[src/rtl/alu_issue_queue.sv]
// Reservation station in front of the single-cycle integer ALU: a compacting,
// age-ordered queue that captures writeback broadcasts and issues the oldest ready micro-op.
module alu_issue_queue #(
  parameter int DEPTH   = 4,
  parameter int ROB_LEN = 16,
  parameter int TAG_W   = 7,
  localparam int ROB_IDX_W = $clog2(ROB_LEN),
  localparam int CNT_W     = $clog2(DEPTH) + 1
) (
  input  logic                 clk,
  input  logic                 rst_n,
  input  logic                 disp_valid,
  output logic                 disp_ready,
  input  logic [4:0]           disp_opcode,
  input  logic [2:0]           disp_funct3,
  input  logic                 disp_funct7,
  input  logic [TAG_W-1:0]     disp_rs1_tag,
  input  logic [TAG_W-1:0]     disp_rs2_tag,
  input  logic                 disp_rs1_rdy,
  input  logic                 disp_rs2_rdy,
  input  logic [31:0]          disp_rs1_data,
  input  logic [31:0]          disp_rs2_data,
  input  logic [31:0]          disp_imm,
  input  logic [31:0]          disp_pc,
  input  logic [ROB_IDX_W-1:0] disp_rob_idx,
  input  logic [TAG_W-1:0]     disp_rd,
  input  logic                 wb0_valid,
  input  logic                 wb1_valid,
  input  logic [TAG_W-1:0]     wb0_tag,
  input  logic [TAG_W-1:0]     wb1_tag,
  input  logic [31:0]          wb0_data,
  input  logic [31:0]          wb1_data,
  input  logic                 flush,
  output logic                 iss_valid,
  output logic [4:0]           iss_opcode,
  output logic [2:0]           iss_funct3,
  output logic                 iss_funct7,
  output logic [31:0]          iss_rs1_data,
  output logic [31:0]          iss_rs2_data,
  output logic [31:0]          iss_imm,
  output logic [31:0]          iss_pc,
  output logic [ROB_IDX_W-1:0] iss_rob_idx,
  output logic [TAG_W-1:0]     iss_rd,
  output logic [CNT_W-1:0]     count
);

  localparam int IDX_W = $clog2(DEPTH);

  typedef struct packed {
    logic                 valid;
    logic [4:0]           opcode;
    logic [2:0]           funct3;
    logic                 funct7;
    logic [TAG_W-1:0]     rs1_tag;
    logic                 rs1_rdy;
    logic [31:0]          rs1_data;
    logic [TAG_W-1:0]     rs2_tag;
    logic                 rs2_rdy;
    logic [31:0]          rs2_data;
    logic [31:0]          imm;
    logic [31:0]          pc;
    logic [ROB_IDX_W-1:0] rob_idx;
    logic [TAG_W-1:0]     rd;
  } entry_t;

  // Port 0 has priority when both broadcasts hit the same source.
  function automatic entry_t wake(input entry_t e,
                                  input logic v0, input logic [TAG_W-1:0] t0, input logic [31:0] d0,
                                  input logic v1, input logic [TAG_W-1:0] t1, input logic [31:0] d1);
    entry_t r;
    r = e;
    if (e.valid && !e.rs1_rdy) begin
      if (v0 && (t0 != '0) && (e.rs1_tag == t0)) begin
        r.rs1_rdy  = 1'b1;
        r.rs1_data = d0;
      end else if (v1 && (t1 != '0) && (e.rs1_tag == t1)) begin
        r.rs1_rdy  = 1'b1;
        r.rs1_data = d1;
      end
    end
    if (e.valid && !e.rs2_rdy) begin
      if (v0 && (t0 != '0) && (e.rs2_tag == t0)) begin
        r.rs2_rdy  = 1'b1;
        r.rs2_data = d0;
      end else if (v1 && (t1 != '0) && (e.rs2_tag == t1)) begin
        r.rs2_rdy  = 1'b1;
        r.rs2_data = d1;
      end
    end
    return r;
  endfunction

  entry_t           ent_q [DEPTH];
  entry_t           ent_d [DEPTH];
  entry_t           woken [DEPTH+1];
  entry_t           disp_e;
  logic [CNT_W-1:0] count_q, count_d, wr_idx;
  logic [IDX_W-1:0] sel_idx;
  logic             found, issue, accept;

  assign disp_ready = (count_q < CNT_W'(DEPTH));
  assign accept     = disp_valid && disp_ready && !flush;
  assign count      = count_q;

  always_comb begin
    found   = 1'b0;
    sel_idx = '0;
    for (int i = DEPTH - 1; i >= 0; i--) begin
      if (ent_q[i].valid && ent_q[i].rs1_rdy && ent_q[i].rs2_rdy) begin
        found   = 1'b1;
        sel_idx = IDX_W'(i);
      end
    end
  end

  // With no ready entry sel_idx stays 0, so the outputs show entry 0 (all zero when empty).
  assign issue        = found && !flush;
  assign iss_valid    = issue;
  assign iss_opcode   = ent_q[sel_idx].opcode;
  assign iss_funct3   = ent_q[sel_idx].funct3;
  assign iss_funct7   = ent_q[sel_idx].funct7;
  assign iss_rs1_data = ent_q[sel_idx].rs1_data;
  assign iss_rs2_data = ent_q[sel_idx].rs2_data;
  assign iss_imm      = ent_q[sel_idx].imm;
  assign iss_pc       = ent_q[sel_idx].pc;
  assign iss_rob_idx  = ent_q[sel_idx].rob_idx;
  assign iss_rd       = ent_q[sel_idx].rd;

  always_comb begin
    disp_e          = '0;
    disp_e.valid    = 1'b1;
    disp_e.opcode   = disp_opcode;
    disp_e.funct3   = disp_funct3;
    disp_e.funct7   = disp_funct7;
    disp_e.rs1_tag  = disp_rs1_tag;
    disp_e.rs1_rdy  = disp_rs1_rdy || (disp_rs1_tag == '0);
    disp_e.rs1_data = (disp_rs1_tag == '0) ? 32'd0 : disp_rs1_data;
    disp_e.rs2_tag  = disp_rs2_tag;
    disp_e.rs2_rdy  = disp_rs2_rdy || (disp_rs2_tag == '0);
    disp_e.rs2_data = (disp_rs2_tag == '0) ? 32'd0 : disp_rs2_data;
    disp_e.imm      = disp_imm;
    disp_e.pc       = disp_pc;
    disp_e.rob_idx  = disp_rob_idx;
    disp_e.rd       = disp_rd;
    disp_e = wake(disp_e, wb0_valid, wb0_tag, wb0_data, wb1_valid, wb1_tag, wb1_data);

    for (int i = 0; i < DEPTH; i++) begin
      woken[i] = wake(ent_q[i], wb0_valid, wb0_tag, wb0_data, wb1_valid, wb1_tag, wb1_data);
    end
    woken[DEPTH] = '0;

    // New entry lands just above the post-compaction top.
    wr_idx = count_q - CNT_W'(issue);
    for (int i = 0; i < DEPTH; i++) begin
      ent_d[i] = (issue && (IDX_W'(i) >= sel_idx)) ? woken[i+1] : woken[i];
      if (accept && (wr_idx == CNT_W'(i))) begin
        ent_d[i] = disp_e;
      end
      if (flush) begin
        ent_d[i] = '0;
      end
    end

    count_d = flush ? '0 : (count_q + CNT_W'(accept) - CNT_W'(issue));
  end

  always_ff @(posedge clk or negedge rst_n) begin
    if (!rst_n) begin
      for (int i = 0; i < DEPTH; i++) begin
        ent_q[i] <= '0;
      end
      count_q <= '0;
    end else begin
      for (int i = 0; i < DEPTH; i++) begin
        ent_q[i] <= ent_d[i];
      end
      count_q <= count_d;
    end
  end

endmodule

[config.mk]
export PLATFORM = sky130hd
export DESIGN_NAME = alu_issue_queue
export DESIGN_NICKNAME = d
export VERILOG_FILES = /design/src/rtl/alu_issue_queue.sv
export SDC_FILE = /design/constraint.sdc
export NUM_CORES = 2
export LEC_CHECK = 0
export BUFFER_PORTS_ARGS = -buffer_cell sky130_fd_sc_hd__buf_4
export CORE_ASPECT_RATIO = 0.6
export CORE_UTILIZATION = 30
export DETAILED_ROUTE_END_ITERATION = 8
export PLACE_DENSITY = 0.53
export SKIP_LAST_GASP = 1
export SLEW_MARGIN = 20
export SYNTH_ARGS = -nofsm -noshare
export SYNTH_HDL_FRONTEND = slang
export SYNTH_SLANG_ARGS = --single-unit
[constraint.sdc]
create_clock -name clk -period 5.4 [get_ports clk]
set_clock_uncertainty 0.15 [all_clocks]
set_input_delay 1.08 -clock clk [delete_from_list [all_inputs] [get_ports clk]]
set_output_delay 1.08 -clock clk [all_outputs]
set_load 0.03 [all_outputs]
==> metrics.md <==
| Metric | Value |
|---|---|
| Status | complete, no violations |
| Total gr overflow | 0 |
| Worst EP arrival | 3.71 ns |
| Fill cells | 14800 |
| Max cap viols | 0 |
| Largest net degree at the start of global routing | 164 |
| Critical path endpoint category | output pin |
| Power per cell area | 284 mW/mm2 |
| CTS Buffer Depth | 3 |
| FF+latch count, synth | 663 |
| Syn_nets | 5367 |
| Worst hold slack | 0.356 ns |
| Drt pass-1 iters | 7 |
| Cell internal pwr | 9.56 mW |
| Layout Nets | 5408 |
| Row cnt | 108 |
| Static leakage | 21.7 nW |
| Worst-path clk slew | 0.07 ns |
| # IOs | 401 |
| Synth Flop Type | dfrtp_1 |
| Area growth syn-to-layout | 16.8% |
| Ys async rst share | 1.00 |
| Initial Util | 0.302 |
| Avg Synthesized Cell Area | 8.54 um2 |
| Wire per inst | 28.5 um |
| Switch share | 0.340 |
| Cts bufs inserted | 76 |
| Sequential element share of the synthesized area | 0.380 |
| Detailed Route WL | 204 mm |
| Setup Buffers After CTS | 0 |
| RSZ-0062 raised after global routing | false |
| Cell with the most instances after synthesis | nand2_1 |
| Detail Route Antenna Nets | 0 |
| Die area | 0.147 mm2 |
| Post-CTS Resized | 0 |
| Net Switching | 4.92 mW |
| EDFF count, synth | 0 |
| Slew of the pin with the lowest slew margin | 1.13 ns |
| Post-synth top area cell | dfrtp_1 |
| Synth Instances | 5114 |
| Share of cells above drive strength 1 | 0.196 |
| Setup WS post-layout | 0.461 ns |
| Vias per std cell | 6.05 |
| Netlist Area Pre-Place | 0.0437 mm2 |
| Count of cell types in the netlist | 75 |
| WP data required | 4.17 ns |
| Crit Path Max Fanout | 55 |
| Logic pwr share | 0.230 |
| Dpl hpwl | 124 mm |
| VDD IR max | 0.000191 V |
| Vias in the first global route | 40800 |
| Setup_tns | 0 ns |
| Via Count | 43300 |
| Clock power frac | 0.387 |
| Final setup vio count | 0 |
| Flop pwr share | 0.383 |
| Hold Buf Count CTS | 0 |
| Initial antenna violation count | 35 |
| Chip Width | 495 um |
| CTS tree | done |
| CTS Sinks | 663 |
| Worst Hold Class | input port to async pin |
| Worst setup SP type | register |
| Placeable core area | 0.145 mm2 |
| Yosys top cell area share | 0.380 |
| First-pass GRT wire length | 293 mm |
| H-Tree Depth | 3 |
| Max Freq | 0.202 GHz |
| Iteration-0 DRC Markers | 5387 |
| Relative slew slack | 0.247 |
| Tcrit/Tclk final | 0.915 |
| Kind of critical path | register to output pin |
| Worst skew pair latency | 0.69 ns |
| Tmin final | 4.94 ns |
| Worst slack, placed | 0.904 ns |
| # DRC | 0 |
| Post-synth top cells | nand2_1, dfrtp_1, clkbuf_1 |
| Endpoints failing hold | 0 |
| Clock root buffer | clkbuf_16 |
| Die Y | 298 um |
| Synth area leaders | dfrtp_1, nand2_1, mux2_2 |
| Synth Warn # | 0 |
| RePlAce Congestion | 0.934 |
| Total track usage | 0.267 |
| Max Slew Vio Count | 0 |
| Port bufs | 400 |
-- per-layer routing --
layer / global-route usage / share of wire / vias up
li1: - / - / 18800
met1: 0.385 / 0.44 / 21500
met2: 0.353 / 0.40 / 2687
met3: 0.109 / 0.14 / 385
met4: 0.0844 / 0.030 / 14
met5: 0 / 0.00034 / -
-- logic make-up (layout without fill, tap and decap cells) --
kind of cell / Yosys count / after routing / synth area share
and+or+nand+nor: 1684 / 1684 / 0.177
DFF: 663 / 663 / 0.380
adders and majority gates: 5 / 5 / 0.00160
muxes: 463 / 463 / 0.117
xor gates and xnor gates: 142 / 142 / 0.0285
AOI/OAI and AO/OA: 1521 / 1521 / 0.239
other: 0 / 19 / 0
buffers and inverters: 636 / 735 / 0.0570
-- cells in the final DEF (no fill, tap or decap), types with 11 or more instances in the layout --
| cell type | instances |
|---|---|
| a211oi_1 | 209 |
| a21oi_1 | 144 |
| a221oi_1 | 33 |
| a222oi_1 | 31 |
| a22o_1 | 132 |
| a22oi_1 | 92 |
| a311oi_1 | 129 |
| a31o_2 | 36 |
| a31oi_1 | 177 |
| a41oi_1 | 28 |
| and2_1 | 149 |
| buf_12 | 29 |
| buf_4 | 494 |
| clkbuf_1 | 17 |
| clkbuf_16 | 79 |
| clkbuf_8 | 16 |
| clkinv_2 | 12 |
| dfrtp_1 | 663 |
| diode_2 | 19 |
| inv_1 | 73 |
| mux2_2 | 269 |
| mux2_4 | 26 |
| mux2i_1 | 168 |
| nand2_1 | 837 |
| nand2b_1 | 11 |
| nand3_1 | 28 |
| nand4_1 | 14 |
| nor2_1 | 301 |
| nor3_1 | 68 |
| nor3b_1 | 99 |
| nor4_1 | 108 |
| o21ai_0 | 391 |
| o22ai_1 | 11 |
| o2bb2ai_1 | 28 |
| o31ai_1 | 31 |
| xnor2_1 | 65 |
| xor2_1 | 77 |
-- worst paths after layout --
path,cells past startpoint,slack [ns],from,to
hold reg to reg,2,0.36,ent_q[593],ent_q[593]
max in group asynchronous,2,3.45,rst_n,ent_q[119]
hold / removal,1,0.36,rst_n,ent_q[358]
min in group clk,2,0.36,ent_q[593],ent_q[593]
setup reg to reg,12,0.81,ent_q[659],ent_q[117]
setup / recovery,9,0.46,ent_q[329],iss_rs2_data[12]
-- critical path, stage by stage, from the launching register on --
cell and delay, ns:
dfrtp_1 0.48, nand3_1 0.28, nand2b_1 0.15, nand2_1 0.09, nand2_4 0.74, buf_4 0.44, buf_4 0.26, a211oi_1 0.07
a31oi_1 0.25, buf_4 0.21
-- power by group through the flow --
stage / clock network, mW / logic [mW] / registers (mW)
final: 5.60 / 3.34 / 5.55
after global routing: 5.90 / 3.53 / 5.58
after CTS: 5.71 / 3.29 / 5.54
after detailed placement: 0 / 3.27 / 5.63
after global placement: 0 / 3.26 / 5.62
after floorplan: 0 / 1.90 / 5.55
-- state kept, by name (all words and copies together) (netlist names) --
| signal | count |
|---|---|
| count | 3 |
| ent_q | 660 |
-- stage by stage --
stage,utilization,area (um2),power [mW],instances
after floorplan,-,43700,7.45,5114
after global placement,0.335,48400,8.88,7002
after detailed placement,0.335,48400,8.90,7002
after CTS,0.352,51000,14.5,7138
after global routing,0.353,51000,15.0,7156
final,0.353,51000,14.5,7157
-- layout make-up --
type / count / area [um2] / share of cell area
inverter: 73 / 274 / 0.00537
clock inverter: 24 / 282 / 0.00552
clock buffer: 112 / 2260 / 0.0443
multi-input combinational: 3815 / 24800 / 0.487
timing repair buffer: 526 / 4330 / 0.0849
tap: 1925 / 2410 / 0.0472
antenna: 19 / 47.5 / 0.000932
sequential: 663 / 16600 / 0.325
(Power assumes the default switching activity.)
